--- config.mk ---
export PLATFORM = sky130hd
export DESIGN_NAME = alu_ctrl
export DESIGN_NICKNAME = d
export VERILOG_FILES = /design/src/rtl/alu_ctrl.sv
export SDC_FILE = /design/constraint.sdc
export NUM_CORES = 1
export LEC_CHECK = 0
export BUFFER_PORTS_ARGS = -buffer_cell sky130_fd_sc_hd__buf_2
export CAP_MARGIN = 0
export CORE_UTILIZATION = 26
export DETAILED_ROUTE_END_ITERATION = 8
export HOLD_SLACK_MARGIN = 0.08
export PLACE_DENSITY = 0.51
export SETUP_SLACK_MARGIN = 0.3
export SYNTH_ARGS = -nofsm -noshare
export SYNTH_HDL_FRONTEND = slang
export SYNTH_SLANG_ARGS = --single-unit
--- constraint.sdc ---
create_clock -name clk_i -period 3.1 [get_ports clk_i]
set_input_delay 0 -clock clk_i [delete_from_list [all_inputs] [get_ports clk_i]]
set_output_delay 0 -clock clk_i [all_outputs]
set_load 0.05 [all_outputs]
--- src/rtl/alu_ctrl.sv ---
// Handshaked controller that sequences one ALU operation per request (IDLE -> EXEC -> HOLD).
// Optional accumulator-as-op1 feature is compiled in with ALU_CTRL_ACC_EN.
module alu_ctrl #(
  parameter int unsigned DWIDTH = 8,
  parameter int unsigned CWIDTH = 16
) (
  input  logic              clk_i,
  input  logic              rst_ni,
  input  logic              req_valid_i,
  output logic              req_ready_o,
  input  logic [1:0]        req_sel_i,
  input  logic [DWIDTH-1:0] req_op1_i,
  input  logic [DWIDTH-1:0] req_op2_i,
  input  logic              req_acc_i,
  output logic [1:0]        alu_sel_o,
  output logic [DWIDTH-1:0] alu_op1_o,
  output logic [DWIDTH-1:0] alu_op2_o,
  input  logic [DWIDTH-1:0] alu_res_i,
  input  logic              alu_zero_i,
  input  logic              alu_neg_i,
  output logic              rsp_valid_o,
  input  logic              rsp_ready_i,
  output logic [DWIDTH-1:0] rsp_res_o,
  output logic              rsp_zero_o,
  output logic              rsp_neg_o,
  output logic [CWIDTH-1:0] op_count_o
);

  localparam logic [1:0] SelAdd = 2'b00;

  localparam logic [1:0] StIdle = 2'd0;
  localparam logic [1:0] StExec = 2'd1;
  localparam logic [1:0] StHold = 2'd2;

  logic [1:0]        state_q, state_d;
  logic [1:0]        sel_q;
  logic [DWIDTH-1:0] op1_q, op2_q, op1_d;
  logic [DWIDTH-1:0] res_q;
  logic              zero_q, neg_q;
  logic [CWIDTH-1:0] cnt_q;
  logic              req_hs, rsp_hs;

  assign req_ready_o = (state_q == StIdle);
  assign rsp_valid_o = (state_q == StHold);
  assign req_hs      = req_valid_i & req_ready_o;
  assign rsp_hs      = rsp_valid_o & rsp_ready_i;

  always_comb begin
    state_d = state_q;
    case (state_q)
      StIdle:  if (req_hs) state_d = StExec;
      StExec:  state_d = StHold;
      StHold:  if (rsp_ready_i) state_d = StIdle;
      default: state_d = StIdle;
    endcase
  end

`ifdef ALU_CTRL_ACC_EN
  logic [DWIDTH-1:0] acc_q;

  // Accumulator tracks every ALU result, so a chained request sees the previous answer.
  always_ff @(posedge clk_i or negedge rst_ni) begin
    if (!rst_ni) begin
      acc_q <= '0;
    end else if (state_q == StExec) begin
      acc_q <= alu_res_i;
    end
  end

  assign op1_d = req_acc_i ? acc_q : req_op1_i;
`else
  logic unused_acc;
  assign unused_acc = req_acc_i;
  assign op1_d      = req_op1_i;
`endif

  always_ff @(posedge clk_i or negedge rst_ni) begin
    if (!rst_ni) begin
      state_q <= StIdle;
    end else begin
      state_q <= state_d;
    end
  end

  // ALU-driving registers only change on accept, so they hold through EXEC, HOLD and IDLE.
  always_ff @(posedge clk_i or negedge rst_ni) begin
    if (!rst_ni) begin
      sel_q <= SelAdd;
      op1_q <= '0;
      op2_q <= '0;
    end else if (req_hs) begin
      sel_q <= req_sel_i;
      op1_q <= op1_d;
      op2_q <= req_op2_i;
    end
  end

  always_ff @(posedge clk_i or negedge rst_ni) begin
    if (!rst_ni) begin
      res_q  <= '0;
      zero_q <= 1'b0;
      neg_q  <= 1'b0;
    end else if (state_q == StExec) begin
      res_q  <= alu_res_i;
      zero_q <= alu_zero_i;
      neg_q  <= alu_neg_i;
    end
  end

  always_ff @(posedge clk_i or negedge rst_ni) begin
    if (!rst_ni) begin
      cnt_q <= '0;
    end else if (rsp_hs) begin
      cnt_q <= cnt_q + 1'b1;
    end
  end

  assign alu_sel_o  = sel_q;
  assign alu_op1_o  = op1_q;
  assign alu_op2_o  = op2_q;
  assign rsp_res_o  = res_q;
  assign rsp_zero_o = zero_q;
  assign rsp_neg_o  = neg_q;
  assign op_count_o = cnt_q;

endmodule

Yosys cells after proc, flatten, opt, wreduce, memory -nomap -nowiden
Cells that the tools add are included.

Output and inout port bits: 46. Input bits: 33. Word-level logic and storage cells: 20. Register bits after elaboration: 46.

$add $sub $neg: 1. Reductions and logical operators: 2. Multiplexer cells: 3. Equality and inequality tests: 4. Bitwise operators: 2.

Operators with widths (count): adder 16 x 1 -> 16 bit, second input constant (1); case mux 2 bit (3 select lines) (1); two-way mux 2 bit (2); inequality test 2 x 1 -> 1 bit, second input constant (2); bitwise AND 1 bit (2); == test 2 x 1 -> 1 bit, second input constant (1); == test 2 bit, second input constant (1); zero test 2 bit (1); AND reduction 2 bit (1).

Logic depth before layout (Yosys ltp)
Gate-level depths: netlist (run 1).

Depth after elaboration: 4. Gate-level depth with buffers: 5. Gate-level depth less buffers: 5.

Worst setup path after synthesis (run 1)
Ideal clock, no wire load.

Path type: reg-to-reg. Start: reg state_q[1]. End: reg op1_q[1] (netlist: alu_op1_o[1]). Library setup time: 0.125 ns. Slack: 1.050 ns. Cell stages (with the launch flop): 6. Data required time: 2.975 ns. Arrival time: 1.925 ns. Period minus slack after synthesis: 2.050 ns. Buffers on the path: 2. Cells stage by stage: dfrtp_1 nor2_1 and2_1 buf_4 buf_6 mux2_2.

Word-level cells in the longest chain between the ends: 2.

Ends and longest elaborated chain: start: declaration (line 35) `logic [1:0] state_q, state_d;`; start signal: assignment (line 79) `state_q <= StIdle;`; start signal: assignment (line 81) `state_q <= state_d;`; zero test 2 bit (line 43) `assign req_ready_o = (state_q == StIdle);`; named net req_ready_o (line 10) `output logic req_ready_o,`; bitwise AND 1 bit (line 45) `assign req_hs = req_valid_i & req_ready_o;`; end signal: assignment (line 93) `op1_q <= op1_d;`; end: declaration (line 37) `logic [DWIDTH-1:0] op1_q, op2_q, op1_d;`.

The timed path passes the listed nets, and every way through them passes these cells. A chain may end at the register's enable or synchronous reset.

Final worst setup path (run 1)
Start: reg state_q[1]. End: reg sel_q[1] (netlist: alu_sel_o[1]).

Word-level cells in the longest chain between the ends: 2.

Ends and longest elaborated chain: zero test 2 bit (line 43); bitwise AND 1 bit (line 45); end signal: assignment (line 88) `sel_q <= SelAdd;`; end signal: assignment (line 92) `sel_q <= req_sel_i;`; end: declaration (line 36) `logic [1:0] sel_q;`.

Every way passes these cells.

==> impl_results.md, run 1 <==
* CTS root buf: clkbuf_8
* GPL Wtd Cong at between 0.6 and 0.7
* Buffers added on ports at slightly below 80
* Crit start category: register
* Clock Path Buffers at 2
* Critical path type: reg2reg
* Final hold viol count at 0
* Critical path peak fanout at 19
* Die area at approximately 7400 um2
* Tot GR Track Use at 0.113
* Cell count after placement at approximately 290
* Post-Layout Cell Count at approximately 330
* Global-route wire length before repair at roughly 6.5 mm
* Max-cap violation count at 0
* Final worst-path cycle share at 0.579
* Final antenna diode count at 0
* Final HPWL DP at ~2.5 mm
* DRT iter0 DRCs at 34
* Post-route ant nets at 0
* Core area at roughly 6800 um2
* PwrDens at 1060 nW/um2
* Post-route minimum period at between 1.5 and 2 ns
* Final wirelength at slightly below 4 mm
* Synth Register Bits at 46
* Unique masters post-synth at 23
* Mapped Avg Cell Area at around 15 um2
* Fmax at about 560 MHz
* Synthesized net count at about 160
* Leakage power at about 1.3 nW
* CTS Sinks at between 40 and 50
* Dominant cell type by area after synthesis: dfrtp_1
* Vias in the first global route at 1395
* Max IR drop VDD at about 0.00059 V
* Setup Viol. Count Final at 0
* Worst skew pair latency at 0.29 ns
* Dominant synthesized flop cell: dfrtp_1
* DR DRC count at 0
* Nets@finish at ~270
* Psw at approximately 1.4 mW
* Combinational power share at 0.530
* P&R area growth vs syn at 48.1%
* Worst slew pin tran at roughly 1.0 ns
* Die width at about 86 um
* CTS tree: built
* Storage element area at ~1200 um2
* Asr flop ratio synth at 1.00
* Cells after Synth at between 100 and 150
* Antenna violations before repair at 0
* Status: finished clean
* Clock Skew at ~0.007 ns
* Max Transition Viols Final at 0
* Setup_tns at 0 ns
* DR pass1 iterations at 4
* Share of layout cells above drive strength 1 at 0.492
* Row cnt at 30
* Netlist Area Pre-Place at 1820 um2
* Share of the synthesized area in the top cell type at 0.631
* Initial Util at 0.269
* Max H-tree Level at 2
* Footprint of the multi-input gates at between 600 and 700 um2
* TritonCTS Buffers at 5
* Tightest Hold Check Type: in2reg
* Largest cells by area after synthesis: dfrtp_1 (63%), mux2_2 (18%), xnor2_1 (5.3%), xor2_1 (1.9%), nand2_1 (1.2%)
* Switching share of power at 0.497
* Register area share after synthesis at 0.631
* Avg WL per Cell at approximately 12 um
* Worst slew margin at 0.312
* Post-synth EDFFs at 0
* Int Pwr at 1.44 mW
* Via density at around 4.1
* Sequential group share of total power at 0.336
* Placement Setup Slack at 1.26 ns
* Largest net degree at the start of global routing at between 40 and 50
* Yosys Warn Count at 0
* Chip height at around 86 um
* I/O Pins at 79
* Crit path DAT at 1.98 ns
* Filler Cell Count at 682
* Gr ovfl total at 0
* Setup slack after layout at 1.30 ns
* Clock transition at path regs at 0.09 ns
* Clock share of power at 0.134
* Unrepaired setup endpoints after global routing: no
* Vias at roughly 1300
* CP Capture Type: register
* Critical path required time at roughly 3.3 ns
==> power by group through the flow <==
stage	Clock (mW)	Combinational (mW)	Sequential [mW]
after floorplan	0	0.405	1.74
after global placement	0	1.50	0.966
after detailed placement	0	1.51	0.973
after CTS	0.409	1.54	0.967
after global routing	0.436	1.60	0.998
final	0.386	1.52	0.965
==> worst max-delay path, cell delays in order, from the launching register on <==
cell,delay [ns]
dfrtp_1,0.42
nor2_1,0.15
and2_1,0.69
mux2_2,0.42
==> repair_timing <==
action,in CTS,in global routing
setup buffers,0,0
hold endpoints to repair,76,0
resized for setup,0,0
hold buffers,30,0
==> final cells by class <==
type | count | share of cell area
multi-input cells | 73 | 0.238
clock inverters | 1 | 0.00324
clock buffers | 7 | 0.0320
repair buffers | 107 | 0.254
flip-flops and latches | 46 | 0.426
inverters | 2 | 0.00278
well taps | 96 | 0.0445
==> cell usage after synthesis, types with 2 or more instances <==
cell and n:
and2_1 2, and3_1 2, dfrtp_1 46, inv_1 2
mux2_2 29, nand2_1 6, nand3_1 4, nand4_1 2
nand4b_1 2, nor2_1 3, xnor2_1 11, xor2_1 4
==> flip-flops by register name, indices dropped and copies added (netlist names) <==
signal,cells
op_count_o,16
state_q,2
rsp_neg_o,1
rsp_zero_o,1
alu_op2_o,8
alu_sel_o,2
alu_op1_o,8
rsp_res_o,8
==> final timing paths <==
path                                            start  slack (ns)  cells past startpoint                         end
min in group asynchronous                      rst_ni        0.43                      2    alu_op1_o[4]$_DFFE_PN0P_
setup reg to reg               state_q[1]$_DFFE_PN0P_        1.30                      3    alu_sel_o[1]$_DFFE_PN0P_
hold reg to reg            op_count_o[15]$_DFFE_PN0P_        0.48                      1  op_count_o[15]$_DFFE_PN0P_
setup / recovery               state_q[1]$_DFFE_PN0P_        1.30                      3    alu_sel_o[1]$_DFFE_PN0P_
max in group asynchronous                      rst_ni        2.03                      2    rsp_res_o[4]$_DFFE_PN0N_
hold / removal                            req_valid_i        0.37                      2      state_q[0]$_DFFE_PN0P_
==> through the flow <==
step / util / total power, mW / hold slack [ns] / area [um2]
floorplan: - / 2.15 / -0.296 / 1820
global placement: 0.339 / 2.47 / 0.232 / 2310
detailed placement: 0.339 / 2.48 / 0.236 / 2310
CTS: 0.398 / 2.91 / 0.382 / 2700
global route: 0.398 / 3.03 / 0.414 / 2700
finish: 0.398 / 2.87 / 0.372 / 2700
==> cells in the final DEF, fill, tap and decap left out, types with 3 or more instances in the layout <==
cell type      Yosys  routed
buf_2              1      77
clkbuf_8           0       6
dfrtp_1           46      46
dlygate4sd3_1      0      30
mux2_2            29      29
nand2_1            6       6
nand3_1            4       4
nor2_1             3       3
xnor2_1           11      11
xor2_1             4       4
==> kinds of logic (layout without fill, tap and decap cells) <==
kind of cell / after synthesis / count (layout) / synth area share
adder cells (fa/ha/maj): 1 / 1 / 0.00686
multiplexers: 29 / 29 / 0.179
XOR/XNOR: 15 / 15 / 0.0720
buffers and inverters: 5 / 117 / 0.0171
flip-flops: 46 / 46 / 0.631
AO/OA/AOI/OAI: 1 / 1 / 0.00274
AND/OR/NAND/NOR: 27 / 27 / 0.0912
==> per-layer routing <==
metal	vias up	share of wire	GRT usage
li1	641	-	-
met5	-	0	0
met4	0	0.011	0.0364
met1	650	0.45	0.137
met3	5	0.060	0.0423
met2	51	0.48	0.186
Note: power is estimated with default switching activity, not from simulation.
==> run 2, diff against run 1 <==
Settings changed: ABC_AREA set to 1, PLACE_DENSITY 0.51 to 0.5.
Clock period 3.1 ns to 1.8 ns, I/O delays scaled along.
==> run 2 against run 1 <==
  * Synthesized cell count rose by 62%
  * Final cell count grew 25%
  * Critical path depth unchanged
  * Design area is 7.5% higher
  * Critical path type unchanged
  * Highest routed layer unchanged
  * Sequential power is 73% higher
  * Largest power group unchanged
  * Sequential cell count did not move
  * Total power grew 69%
  * Non-clock buffer count up 2
  * Wire length up 14%
  * Clock power is 63% higher
  * Clock skew increased by 0.0026 ns
==> impl_results.md, run 2 <==
* Status: finished clean
* Final antenna diode count at 0
* GPL Wtd Cong at between 0.7 and 0.8
* Worst path max stage delay at between 0.4 and 0.5 ns
* Synthesized net count at about 240
* Synth Register Bits at 46
* CTS Sinks at 46
* Max IR drop VDD at around 0.00065 V
* Final worst-path cycle share at 0.783
* Fmax at 710 MHz
* Netlist Area Pre-Place at 2000 um2
* Top-count cell post-synth: nand2_1
* Combinational power share at 0.527
* Clock Skew at approximately 0.0097 ns
* Met1 WL at approximately 2 mm
* DRT iter0 DRCs at 38
* Global-route wire length before repair at 7.70 mm
* PwrDens at between 1500 and 2000 nW/um2
* Worst slew pin tran at 0.545 ns
* Crit start category: register
* Int Pwr at 2.33 mW
* Cell Area, Placed at approximately 2500 um2
* Top layer in use: met4
* Clock transition at path regs at ~0.09 ns
* Tightest Hold Check Type: in2reg
* Worst slew margin at 0.636
* Clock share of power at 0.130
* Sequential group share of total power at 0.343
* Switching share of power at 0.521
* Unrepaired setup endpoints after global routing: no
* Mapped Avg Cell Area at approximately 10 um2
* Row cnt at 31
* Setup_tns at 0 ns
* Die width at approximately 90 um
* Cell count after placement at roughly 380
* I/O Pins at 79
* Reg-to-Reg End: rsp_res_o[1]$_DFFE_PN0N_
* Core Util, Final at 0.396
* Nets@finish at 348
* Dominant cell type by area after synthesis: dfrtp_1
* Core area at approximately 7300 um2
* Vias at about 1700
* Dominant synthesized flop cell: dfrtp_1
* Unique masters post-synth at 24
* Cells after Synth at 201
* Leakage power at 1.56 nW
* Post-Layout Inst Area at about 2900 um2
* Post-CTS Setup Inserts at 0
* Reg-to-reg slack, setup at between 0.3 and 0.4 ns
* Avg WL per Cell at roughly 11 um
* Most frequent cells in the layout: nand2_1 (77), buf_2 (77), dfrtp_1 (43)
* Max Transition Viols Final at 0
* Post-Layout Cell Count at ~410
* Vias in the first global route at around 1700
* DR pass1 iterations at 4
* P&R area growth vs syn at 45.1%
* Worst Setup SP: state_q[1]$_DFFE_PN0P_
* Setup slack after layout at roughly 0.4 ns
* Antenna violations before repair at 0
* Reg2reg start: state_q[1]$_DFFE_PN0P_
* Via density at 4.04
* Gr ovfl total at 0
* TritonCTS Buffers at 5
* Worst skew pair latency at around 0.3 ns
* Crit path cell chain: inv_1 -> nand2_1 -> mux2_2
* Share of layout cells above drive strength 1 at 0.368
* Tot GR Track Use at 0.120
* Post-synth top cells: nand2_1 (77), dfrtp_1 (46), inv_1 (14), mux2_2 (11), nor2_1 (10)
* Post-cts resize count at 0
* Min Hold Slack at about 0.17 ns
* DR DRC count at 0
* Buffers added on ports at 77
* Post-route minimum period at approximately 1.4 ns
* Die area at between 8000 and 9000 um2
* Psw at ~2.5 mW
* Max-cap violation count at 0
* Chip height at approximately 90 um
* R2R depth at 3
* Final HPWL DP at 3.16 mm
* Share of the synthesized area in the top cell type at 0.575
* CTS root buf: clkbuf_8
* Largest net degree at the start of global routing at 27
* Placement Setup Slack at 0.403 ns
* DR WL met3 at between 150 and 200 um
* CP Capture Type: register
* Post-route ant nets at 0
* Slowest library cell on the worst path: dfrtp_1
* Critical path required time at 1.99 ns
* Clock Path Buffers at 2
* Metal2 WL at about 2.1 mm
* Largest register FFs at 16
* Final wirelength at around 4.4 mm
* Final hold viol count at 0
* Max H-tree Level at 2
* Critical path peak fanout at 11
* Asr flop ratio synth at 1.00
* Register area share after synthesis at 0.575
* Yosys Warn Count at 0
* CTS tree: built
* Largest cells by area after synthesis: dfrtp_1 (57%), nand2_1 (14%), mux2_2 (6.2%), inv_1 (2.6%), xor2_1 (2.2%)
* Crit path DAT at 1.60 ns
* Setup Viol. Count Final at 0
* Initial Util at 0.273
* Post-synth EDFFs at 0
* Worst Setup EP: rsp_res_o[1]$_DFFE_PN0N_
* Total power at slightly below 5 mW
* Critical path type: reg2reg
==> run 2: area by class of cell <==
cell class	instances	area, um2
fill	738	4430
sequential	46	1150
multi-input combinational	136	772
timing repair buffer	109	701
tap	99	124
clock buffer	5	68.8
inverter	16	62.6
clock inverter	3	21.3
==> run 2: cell families after synthesis <==
family	count (synthesis)	synth area share
AO/OA/AOI/OAI	1	0.00250
XOR/XNOR	9	0.0394
adder cells (fa/ha/maj)	1	0.00625
buffers and inverters	19	0.0431
flip-flops	46	0.575
multiplexers	11	0.0619
AND/OR/NAND/NOR	114	0.272
==> run 2: worst min-delay path by stage <==
stage / startpoint / endpoint / depth (start not counted)
6_report: req_valid_i / alu_op2_o[6]$_DFFE_PN0P_ / 4
3_5_place_dp: rst_ni / op_count_o[5]$_DFFE_PN0P_ / 1
2_1_floorplan: rst_ni / alu_op1_o[0]$_DFFE_PN0P_ / 0
4_1_cts: req_valid_i / alu_op2_o[6]$_DFFE_PN0P_ / 4
5_1_grt: req_valid_i / alu_op1_o[0]$_DFFE_PN0P_ / 4
3_3_place_gp: rst_ni / op_count_o[5]$_DFFE_PN0P_ / 1
==> run 2: repair_timing <==
item / 4_1_cts / 5_1_grt
hold endpoints to repair: 55 / 0
hold buffers: 30 / 0
setup endpoints to repair: 0 / 0
==> run 2: worst max-delay path, delay by kind of cell (launching register included) <==
kind          cells  cell delay, ns
simple gates      1            0.36
mux               1            0.40
buf+inv           1            0.09
flops             1            0.45
==> run 2: power by group through the flow <==
| stage | Clock (mW) | Combinational (mW) | Sequential, mW |
|---|---|---|---|
| 2_1_floorplan | 0 | 0.695 | 2.94 |
| 3_3_place_gp | 0 | 2.52 | 1.68 |
| 3_5_place_dp | 0 | 2.54 | 1.68 |
| 4_1_cts | 0.667 | 2.58 | 1.67 |
| 5_1_grt | 0.703 | 2.71 | 1.72 |
| 6_report | 0.631 | 2.56 | 1.67 |
==> run 2: layer usage <==
metal  track usage  vias to the layer above
met5             0                        -
met1         0.140                      760
met4        0.0587                        0
met2         0.207                       47
met3        0.0271                        9
li1              -                      857
==> run 3, diff against run 2 <==
Settings changed: PLACE_DENSITY 0.5 to 0.52.
Clock period 1.8 ns to 1.22 ns, I/O delays scaled along.
==> run 3 against run 2 <==
  * The flow now finishes with violations (negative setup slack)
  * Register-to-register slack worse by 0.43 ns
  * Global-route usage up 2.3 points
  * Sequential cell count unchanged
  * Sequential power up 57%
  * Final cell count up 8.5%
  * First-iteration DRC count down 24%
  * Wire length up 32%
  * Design area up 30%
  * Fmax up 12%
  * Clock skew up 0.0012 ns
  * Sequential share of layout area down 8.7 points
  * Clock-buffer cell count unchanged
  * Critical endpoint is now alu_op2_o[2]$_DFFE_PN0P_
  * Largest power group unchanged
==> impl_results.md, run 3 (synthesis results as in run 2) <==
* Critical path type: reg2reg
* Max H-tree Level at 2
* Total power at roughly 9.5 mW
* Switching share of power at 0.459
* TritonCTS Buffers at 5
* Gr ovfl total at 0
* P&R area growth vs syn at 88.3%
* Leakage power at ~1.9 nW
* CTS Sinks at 46
* Chip height at 89.7 um
* Worst skew pair latency at roughly 0.30 ns
* Clock Skew at between 0.01 and 0.015 ns
* Critical path required time at 1.41 ns
* Tot GR Track Use at 0.143
* Int Pwr at ~5.1 mW
* Global-route wire length before repair at roughly 9.3 mm
* Avg WL per Cell at between 10 and 15 um
* Vias in the first global route at about 2000
* Setup Viol. Count Final at 16
* Clock transition at path regs at around 0.090 ns
* Unrepaired setup endpoints after global routing: yes
* Nets@finish at roughly 380
* Row cnt at 31
* Psw at 4.36 mW
* Via density at approximately 4.3
* Final hold viol count at 0
* Vias at about 1900
* CTS root buf: clkbuf_8
* DR DRC count at 0
* DRT iter0 DRCs at 29
* Crit path DAT at 1.45 ns
* Worst slew pin tran at around 0.3 ns
* Die width at 89.7 um
* I/O Pins at 79
* Antenna violations before repair at 0
* Worst slew margin at 0.796
* Combinational power share at 0.600
* Failing checks: negative setup slack
* GPL Wtd Cong at about 0.8
* Clock Path Buffers at 2
* PwrDens at ~2500 nW/um2
* CTS tree: built
* Core area at 7330 um2
* Critical path peak fanout at 15
* Max-cap violation count at 0
* CP Capture Type: register
* Max Transition Viols Final at 0
* Die area at just over 8000 um2
* Initial Util at 0.273
* Final worst-path cycle share at 1.03
* Fmax at just under 800 MHz
* Crit start category: register
* DR pass1 iterations at 2
* Most common cell after layout, fill and taps aside: nand2_1
* Filler Cell Count at approximately 640
* Final antenna diode count at 0
* Clock share of power at 0.124
* Final HPWL DP at 3.16 mm
* Buffers added on ports at 77
* Status: finished, violations left
* Final wirelength at approximately 5.8 mm
* Share of layout cells above drive strength 1 at 0.534
* Largest net degree at the start of global routing at 47
* Largest register FFs at 16
* Setup slack after layout at -0.0375 ns
* Tightest Hold Check Type: in2reg
* Max IR drop VDD at 0.00143 V
* Post-route minimum period at between 1 and 1.5 ns
* Sequential group share of total power at 0.276
* Post-Layout Cell Count at between 400 and 500
* Post-route ant nets at 0
* Cell count after placement at between 300 and 400
* Most frequent cells in the layout: nand2_1 (66), buf_6 (38), dlygate4sd3_1 (31), buf_2 (31), dfrtp_1 (30)
## run 3: worst max-delay path: stages, from the launching register on
cell     delay [ns]
dfrtp_2        0.45
buf_6          0.13
nor2_4         0.16
nand2_4        0.12
buf_12         0.17
nand2_1        0.07
nand2_1        0.06
## run 3: cell type report
| class | count | area, um2 | area share |
|---|---|---|---|
| timing repair buffer | 141 | 1340 | 0.356 |
| sequential | 46 | 1170 | 0.311 |
| multi-input combinational | 136 | 917 | 0.243 |
| tap | 99 | 124 | 0.0329 |
| inverter | 16 | 72.6 | 0.0192 |
| clock buffer | 5 | 68.8 | 0.0183 |
| clock inverter | 3 | 43.8 | 0.0116 |
| timing repair inverter | 3 | 31.3 | 0.00830 |
## run 3: final timing paths
kind                       slack, ns  cells after the start                      from                   endpoint
min in group asynchronous       0.21                      3                    rst_ni  op_count_o[9]$_DFFE_PN0P_
setup reg to reg               -0.04                      6    state_q[0]$_DFFE_PN0P_   alu_op2_o[2]$_DFFE_PN0P_
hold / removal                  0.19                      3               rsp_ready_i  op_count_o[1]$_DFFE_PN0P_
max in group asynchronous       0.76                      3                    rst_ni  op_count_o[4]$_DFFE_PN0P_
hold reg to reg                 0.51                      2  alu_op2_o[5]$_DFFE_PN0P_   alu_op2_o[5]$_DFFE_PN0P_
setup / recovery               -0.04                      6    state_q[0]$_DFFE_PN0P_   alu_op2_o[2]$_DFFE_PN0P_
## run 3: timing repair
action                                 4_1_cts  5_1_grt
hold buffers                                31        0
pin swaps                                   11       14
endpoints found under the hold margin       77        0
gates cloned                                 2        1
setup endpoints to repair                   89       88
buffers inserted                            17        7
resized for setup                           97       51
## run 3: stage by stage
step           setup WS, ns  utilization  setup TNS, ns  cell area, um2  hold WS, ns
2_1_floorplan        -0.109            -          -1.66            2080       -0.296
3_3_place_gp        0.00426        0.363              0            2660      0.00565
3_5_place_dp        -0.0242        0.363        -0.0251            2660      0.00794
4_1_cts            -0.00609        0.483       -0.00705            3540        0.179
5_1_grt              -0.109        0.514          -2.35            3770        0.198
6_report            -0.0375        0.514         -0.191            3770        0.188
## run 3: per-layer routing
layer	track usage	share of wire	up-vias
met5	0	0	-
met4	0.0451	0.019	0
met3	0.0415	0.062	13
met2	0.246	0.51	65
met1	0.171	0.41	927
li1	-	-	919
## run 3: power by group through the flow
stage               clock network, mW  registers, mW  logic (mW)
floorplan                           0           4.39        1.12
global placement                    0           2.52        3.98
detailed placement                  0           2.52        4.02
CTS                              1.21           2.52        5.15
global route                     1.26           2.69        5.96
finish                           1.17           2.62        5.69
